===== config.mk =====
export PLATFORM = sky130hd
export DESIGN_NAME = writeback_arbiter
export DESIGN_NICKNAME = d
export VERILOG_FILES = /design/src/rtl/wb_pkg.sv /design/src/rtl/wb_bypass.sv /design/src/rtl/writeback_arbiter.sv
export SDC_FILE = /design/constraint.sdc
export NUM_CORES = 1
export LEC_CHECK = 0
export CAP_MARGIN = 5
export CORE_ASPECT_RATIO = 1.4
export CORE_UTILIZATION = 30
export CTS_BUF_LIST = sky130_fd_sc_hd__clkbuf_8
export DETAILED_ROUTE_END_ITERATION = 10
export DONT_BUFFER_PORTS = 1
export GPL_TIMING_DRIVEN = 0
export PLACE_DENSITY = 0.55
export REMOVE_ABC_BUFFERS = 1
export SYNTH_ARGS = -nofsm -noshare
export SYNTH_HDL_FRONTEND = slang
export SYNTH_SLANG_ARGS = --single-unit

===== constraint.sdc =====
create_clock -name clk -period 3.7 [get_ports clk]
set_input_delay 0.555 -clock clk [delete_from_list [all_inputs] [get_ports clk]]
set_output_delay 0.555 -clock clk [all_outputs]
set_load 0.02 [all_outputs]

===== src/rtl/wb_pkg.sv =====
// Shared definitions for the writeback arbiter and its verification monitors.
package wb_pkg;

  localparam int unsigned WB_DATA_WIDTH = 32;
  localparam int unsigned WB_ADDR_WIDTH = 5;

  // Which producer, if any, transfers in the current cycle.
  typedef enum logic [1:0] {
    GRANT_NONE = 2'd0,
    GRANT_ALU  = 2'd1,
    GRANT_MEM  = 2'd2
  } grant_e;

endpackage : wb_pkg


===== src/rtl/wb_bypass.sv =====
// Single-port operand bypass from the writeback register to a decode read port.
// Compiled only when WB_FORWARD_EN is defined.
`ifdef WB_FORWARD_EN
module wb_bypass
  import wb_pkg::*;
#(
  parameter int unsigned DATA_WIDTH = WB_DATA_WIDTH,
  parameter int unsigned ADDR_WIDTH = WB_ADDR_WIDTH
) (
  input  logic [ADDR_WIDTH-1:0] rs_i,
  input  logic [DATA_WIDTH-1:0] rf_data_i,
  input  logic                  wb_we_i,
  input  logic [ADDR_WIDTH-1:0] wb_rd_i,
  input  logic [DATA_WIDTH-1:0] wb_data_i,
  output logic [DATA_WIDTH-1:0] data_c_o
);

  // x0 reads as zero; a pending write to the same index wins over the stale file value.
  always_comb begin
    data_c_o = rf_data_i;
    if (rs_i == '0) begin
      data_c_o = '0;
    end else if (wb_we_i && (wb_rd_i == rs_i)) begin
      data_c_o = wb_data_i;
    end
  end

endmodule : wb_bypass
`endif


===== src/rtl/writeback_arbiter.sv =====
// Writeback arbiter: merges ALU and load results onto the single register-file
// write port with memory priority bounded by an ALU starvation counter.
// Optional operand bypass ports are enabled by defining WB_FORWARD_EN.
module writeback_arbiter
  import wb_pkg::*;
#(
  parameter int unsigned DATA_WIDTH   = WB_DATA_WIDTH,
  parameter int unsigned ADDR_WIDTH   = WB_ADDR_WIDTH,
  parameter int unsigned STARVE_LIMIT = 4
) (
  input  logic                  clk,
  input  logic                  rst_n,
  input  logic                  alu_valid,
  output logic                  alu_ready,
  input  logic [ADDR_WIDTH-1:0] alu_rd,
  input  logic [DATA_WIDTH-1:0] alu_data,
  input  logic                  mem_valid,
  output logic                  mem_ready,
  input  logic [ADDR_WIDTH-1:0] mem_rd,
  input  logic [DATA_WIDTH-1:0] mem_data,
  output logic                  rf_write_enable,
  output logic [ADDR_WIDTH-1:0] rf_rd,
  output logic [DATA_WIDTH-1:0] rf_write_data
`ifdef WB_FORWARD_EN
  ,
  input  logic [ADDR_WIDTH-1:0] rs1,
  input  logic [ADDR_WIDTH-1:0] rs2,
  input  logic [DATA_WIDTH-1:0] rf_rs1_data,
  input  logic [DATA_WIDTH-1:0] rf_rs2_data,
  output logic [DATA_WIDTH-1:0] rs1_data,
  output logic [DATA_WIDTH-1:0] rs2_data
`endif
);

  localparam int unsigned CNT_W = $clog2(STARVE_LIMIT + 1);

  logic [CNT_W-1:0]      starve_cnt_q, starve_cnt_d;
  logic                  rf_we_q, rf_we_d;
  logic [ADDR_WIDTH-1:0] rf_rd_q, rf_rd_d;
  logic [DATA_WIDTH-1:0] rf_data_q, rf_data_d;
  logic                  starve_hit;
  grant_e                grant;

  // Ready generation: memory first unless the ALU has waited STARVE_LIMIT cycles.
  always_comb begin
    starve_hit = (starve_cnt_q == CNT_W'(STARVE_LIMIT));
    mem_ready  = rst_n && !(alu_valid && starve_hit);
    alu_ready  = rst_n && (!mem_valid || starve_hit);
  end

  // Grant selection, starvation counter and output register next state.
  always_comb begin
    grant        = GRANT_NONE;
    starve_cnt_d = '0;
    rf_we_d      = 1'b0;
    rf_rd_d      = rf_rd_q;
    rf_data_d    = rf_data_q;

    if (alu_valid && alu_ready) begin
      grant = GRANT_ALU;
    end else if (mem_valid && mem_ready) begin
      grant = GRANT_MEM;
    end

    if (alu_valid && !alu_ready) begin
      starve_cnt_d = starve_hit ? starve_cnt_q : starve_cnt_q + CNT_W'(1);
    end

    case (grant)
      GRANT_ALU: begin
        rf_rd_d   = alu_rd;
        rf_data_d = alu_data;
        rf_we_d   = (alu_rd != '0);
      end
      GRANT_MEM: begin
        rf_rd_d   = mem_rd;
        rf_data_d = mem_data;
        rf_we_d   = (mem_rd != '0);
      end
      default: ;
    endcase
  end

  // State registers; reset drops any in-flight write.
  always_ff @(posedge clk or negedge rst_n) begin
    if (!rst_n) begin
      starve_cnt_q <= '0;
      rf_we_q      <= 1'b0;
      rf_rd_q      <= '0;
      rf_data_q    <= '0;
    end else begin
      starve_cnt_q <= starve_cnt_d;
      rf_we_q      <= rf_we_d;
      rf_rd_q      <= rf_rd_d;
      rf_data_q    <= rf_data_d;
    end
  end

  assign rf_write_enable = rf_we_q;
  assign rf_rd           = rf_rd_q;
  assign rf_write_data   = rf_data_q;

`ifdef WB_FORWARD_EN
  // Operand bypass for both decode read ports.
  wb_bypass #(
    .DATA_WIDTH(DATA_WIDTH),
    .ADDR_WIDTH(ADDR_WIDTH)
  ) u_bypass_rs1 (
    .rs_i     (rs1),
    .rf_data_i(rf_rs1_data),
    .wb_we_i  (rf_we_q),
    .wb_rd_i  (rf_rd_q),
    .wb_data_i(rf_data_q),
    .data_c_o (rs1_data)
  );

  wb_bypass #(
    .DATA_WIDTH(DATA_WIDTH),
    .ADDR_WIDTH(ADDR_WIDTH)
  ) u_bypass_rs2 (
    .rs_i     (rs2),
    .rf_data_i(rf_rs2_data),
    .wb_we_i  (rf_we_q),
    .wb_rd_i  (rf_rd_q),
    .wb_data_i(rf_data_q),
    .data_c_o (rs2_data)
  );
`endif

endmodule : writeback_arbiter


Word-level counts from Yosys, hierarchy flattened --
Index checks and enable logic that the tools add are counted.
Storage, ports and cells: flip-flop bits (word level) 41, input bits 78, output and inout bits 40, logic and storage cells 29
Cells by class: add/sub/neg operators 1, eq/ne operators 4, mux-type cells 7, reduce and logical (&&, ||, !) cells 13
Operators with widths (count):
- $pmux 32 s2 | 1
- $pmux 5 s2 | 1
- $reduce_bool 5->1 | 2
- $logic_and 1x1->1 | 6
- $mux 3 | 2
- $mux 2 | 2
- $add 3x1->3 const B | 1
- $eq 3x3->1 const B | 1
- $logic_not 1->1 | 3
- $eq 2x1->1 const B | 1
- $eq 2x2->1 const B | 1
- $ne 2x2->1 const B | 1
- $pmux 1 s2 | 1
- $reduce_bool 2->1 | 1
- $logic_or 1x1->1 | 1

Logic depth before layout (Yosys ltp) --
depth after elaboration 9, depth in mapped cells 7, gate-level depth less buffers 5

Worst setup path after synthesis --
OpenSTA, ideal clock, no wires.
path type input to output, from input rst_n, to output mem_ready, data arrival time 1.293 ns, required time 3.145 ns, slack 1.852 ns, stages on the path 4, cell sequence buf_2 -> buf_4 -> buf_2 -> and2_1
Between the ends: longest elaborated chain between the ends 1
RTL lines:
- start, declared | line writeback_arbiter.sv:12 | input logic rst_n,
- $logic_and 1x1->1 | line writeback_arbiter.sv:47 | mem_ready = rst_n && !(alu_valid && starve_hit);
- end, declared | line writeback_arbiter.sv:18 | output logic mem_ready,
No other way between the ends.

Final worst setup path --
from register starve_cnt_q[0], to output mem_ready
Between the ends: longest elaborated chain between the ends 4
RTL lines:
- start, declared | line writeback_arbiter.sv:37 | logic [CNT_W-1:0] starve_cnt_q, starve_cnt_d;
- start signal, assigned | line writeback_arbiter.sv:92 | starve_cnt_q <= starve_cnt_d;
- $eq 3x3->1 | line writeback_arbiter.sv:46 | starve_hit = (starve_cnt_q == CNT_W'(STARVE_LIMIT));
- $logic_and 1x1->1 | line writeback_arbiter.sv:47
- $logic_not 1->1 | line writeback_arbiter.sv:47
- $logic_and 1x1->1 | line writeback_arbiter.sv:47
No other way between the ends.

==> flow_metrics.py <==
metrics = {
    "outcome": {
        "status": "complete, no violations",
    },
    "pwr": {
        "switching_share": 0.319,
        "power_uw": 1120,
        "powerDensity_nw_per_um2": 480,
        "p_leak_uw": 0.000835,
        "netSwitchingPower_uw": 356,
        "combPwrFrac": 0.128,
        "seqPwrFrac": 0.556,
        "ir_drop_uv": 223,
        "power.internal_uw": 761,
        "clkPwrFrac": 0.316,
    },
    "layout": {
        "multi_input_area_um2": 1040,
        "fillCellCount": 784,
        "fin_area_um2": 2320,
        "layout.nets": 309,
        "drive_above_1_share": 0.0655,
        "final_cell_mix": "dfrtp_1 (41), nor2_1 (40), a41oi_1 (36), a21oi_1 (36), o21ai_1 (19)",
        "finish.utilization": 0.314,
        "layout_commonest_cell": "dfrtp_1",
        "area_growth_pct": 0.487,
        "stdcell_count": 326,
        "antenna_cells": 0,
        "seq_area_um2": 1030,
    },
    "synthesis": {
        "avgSynthCellArea_um2": 9.29,
        "synthTopCellsByArea": "dfrtp_1 (44%), a41oi_1 (14%), a21oi_1 (7.8%)",
        "synthCells": 249,
        "seq_area_frac_synth": 0.443,
        "synth_seq_cells": 41,
        "ys_async_sr_fraction": 1.00,
        "ys_types": 33,
        "synth.top_cell.area_share": 0.443,
        "ys.flop_type": "dfrtp_1",
        "synth_enable_flop_cells": 0,
        "synth-warning-count": 0,
        "yosysTopAreaCell": "dfrtp_1",
        "syn_area_um2": 2310,
    },
    "sta": {
        "worst_pin_slew_ps": 1090,
        "hold_violations": 0,
        "setup_viol": 0,
        "period_minus_slack_ps": 2870,
        "setup_tns_ps": 0,
        "drv_slew": 0,
        "period_share": 0.775,
        "rsz0062_at_grt": "false",
        "relSlewSlack": 0.269,
        "skew_ps": 14.6,
        "max_freq_mhz": 349,
    },
    "placed_design": {
        "place_area_um2": 2200,
        "dpl.cell_count": 318,
        "globalplace.congestion": 0.659,
        "hpwl_um": 3930,
        "port_buffers": 0,
    },
    "setup_path": {
        "crit_family": "simple AND/OR/NAND/NOR gates",
        "start_kind": "flip-flop",
        "max_stage_delay_ps": 700,
        "reg2reg_from": "starve_cnt_q[0]$_DFFE_PN0P_",
        "path_cells": "inv_1 -> ha_1 -> nand3_2 -> and2_1",
        "worstPathMaxFanout": 37,
        "rr_worst_depth": 5,
        "startpoint": "starve_cnt_q[0]$_DFFE_PN0P_",
        "r2r-end": "rf_write_data[12]$_DFFE_PN0P_",
        "crit_cells": 4,
        "endpoint_kind": "output port",
        "reg2reg_slack_ps": 1460,
        "critPathArrivalTime_ps": 2310,
        "path_class": "flip-flop to output port",
        "cp-endpoint": "mem_ready",
        "slowest_stage": "nand3_2",
        "cp_num_buf_inv": 1,
        "required_ps": 3140,
    },
    "global_routing": {
        "grt_pass1_wl_um": 10600,
        "grt_overflow": 0,
        "first_global_vias": 1913,
        "grtUsageTotal": 0.167,
        "grt_max_degree": 46,
        "grt_antenna_before_repair": 0,
    },
    "clock_tree": {
        "cts-root-buf": "clkbuf_8",
        "postCtsSetupBuffers": 0,
        "clk_path_buf_depth": 2,
        "numCtsBuffers": 5,
        "cts_sinks": 41,
        "htreeDepth": 2,
        "worstSkewPairLatency_ps": 290,
        "clk_pin_slew_ps": 90,
        "cts_resized": 0,
        "cts_tree": "yes",
    },
    "floorplan": {
        "dieWidth_um": 76.2,
        "start_util": 0.312,
        "fp.coreArea_um2": 7410,
        "fp.dieH_um": 106,
        "num_io_pins": 118,
        "dieArea_um2": 8070,
        "rows": 37,
    },
    "route": {
        "drc": 0,
        "dr_total_vias": 1918,
        "firstDrtPassIters": 4,
        "via_per_inst": 5.88,
        "postRouteAntennaNets": 0,
        "drt_iter0_drc": 132,
        "wl_per_cell_um": 20.8,
        "drt-total-wl_um": 6770,
    },
    "job": {
        "cap_violations": 0,
    },
    "hold_path": {
        "min_path_type": "primary input to asynchronous set/reset pin",
    },
}
## synth_stat cells, types with 3 or more instances
library cell and n:
buf_2 9, o21ai_0 17, buf_4 6, a41oi_1 36, dfrtp_1 41, o21ai_1 19, a21boi_0 3, buf_12 3
nand2_1 5, nor3_1 3, nor2_1 40, inv_1 3, buf_6 6, a21oi_1 36
## per-layer routing
metal,GRT usage,up-vias,part of all wire
li1,-,886,-
met1,0.198,953,0.41
met2,0.299,75,0.54
met3,0.0343,4,0.047
met4,0.0536,0,0.010
met5,0,-,0
## cell families (layout without fill, tap and decap cells)
group	Yosys count	after routing	share of synthesized area
buf+inv	31	11	0.107
flops	41	41	0.443
simple gates	56	56	0.104
fa+ha+maj	2	2	0.0108
compound gates	119	119	0.335
## power by group through the flow
stage | Clock (µW) | Sequential (µW) | Combinational [µW]
after floorplan | 0 | 615 | 107
after global placement | 0 | 628 | 127
after detailed placement | 0 | 630 | 133
after CTS | 367 | 621 | 145
after global routing | 385 | 626 | 165
final | 353 | 620 | 143
## repair_timing
item	CTS	global route
hold buffers	1	0
setup endpoints to repair	0	0
hold endpoints to repair	41	0
## how the worst min path moves through the flow
stage / endpoint / slack, ps / from / depth (start not counted)
CTS: rf_write_data[17]$_DFFE_PN0P_ / 100 / rst_n / 1
global route: rf_write_data[17]$_DFFE_PN0P_ / 100 / rst_n / 1
detailed placement: rf_write_data[17]$_DFFE_PN0P_ / 260 / rst_n / 0
global placement: rf_write_data[17]$_DFFE_PN0P_ / 260 / rst_n / 0
finish: rf_write_data[17]$_DFFE_PN0P_ / 100 / rst_n / 1
floorplan: rf_rd[0]$_DFFE_PN0P_ / 260 / rst_n / 0
## state kept, by name (all words and copies together) (netlist names)
signal	count
starve_cnt_q	3
rf_write_data	32
rf_write_enable	1
rf_rd	5
## metrics by stage
stage | setup WS, ps | hold WS (ps)
3_3_place_gp | 1200 | 261
3_5_place_dp | 1170 | 260
5_1_grt | 690 | 104
4_1_cts | 827 | 104
2_1_floorplan | 1670 | 259
6_report | 831 | 104
## area by class of cell
type,count,share of cell area
sequential,41,0.441
clock buffer,5,0.0296
inverter,3,0.00484
timing repair buffer,1,0.00861
clock inverter,2,0.0151
multi-input combinational,177,0.448
tap,97,0.0522
Power figures use the tool's default switching activity.
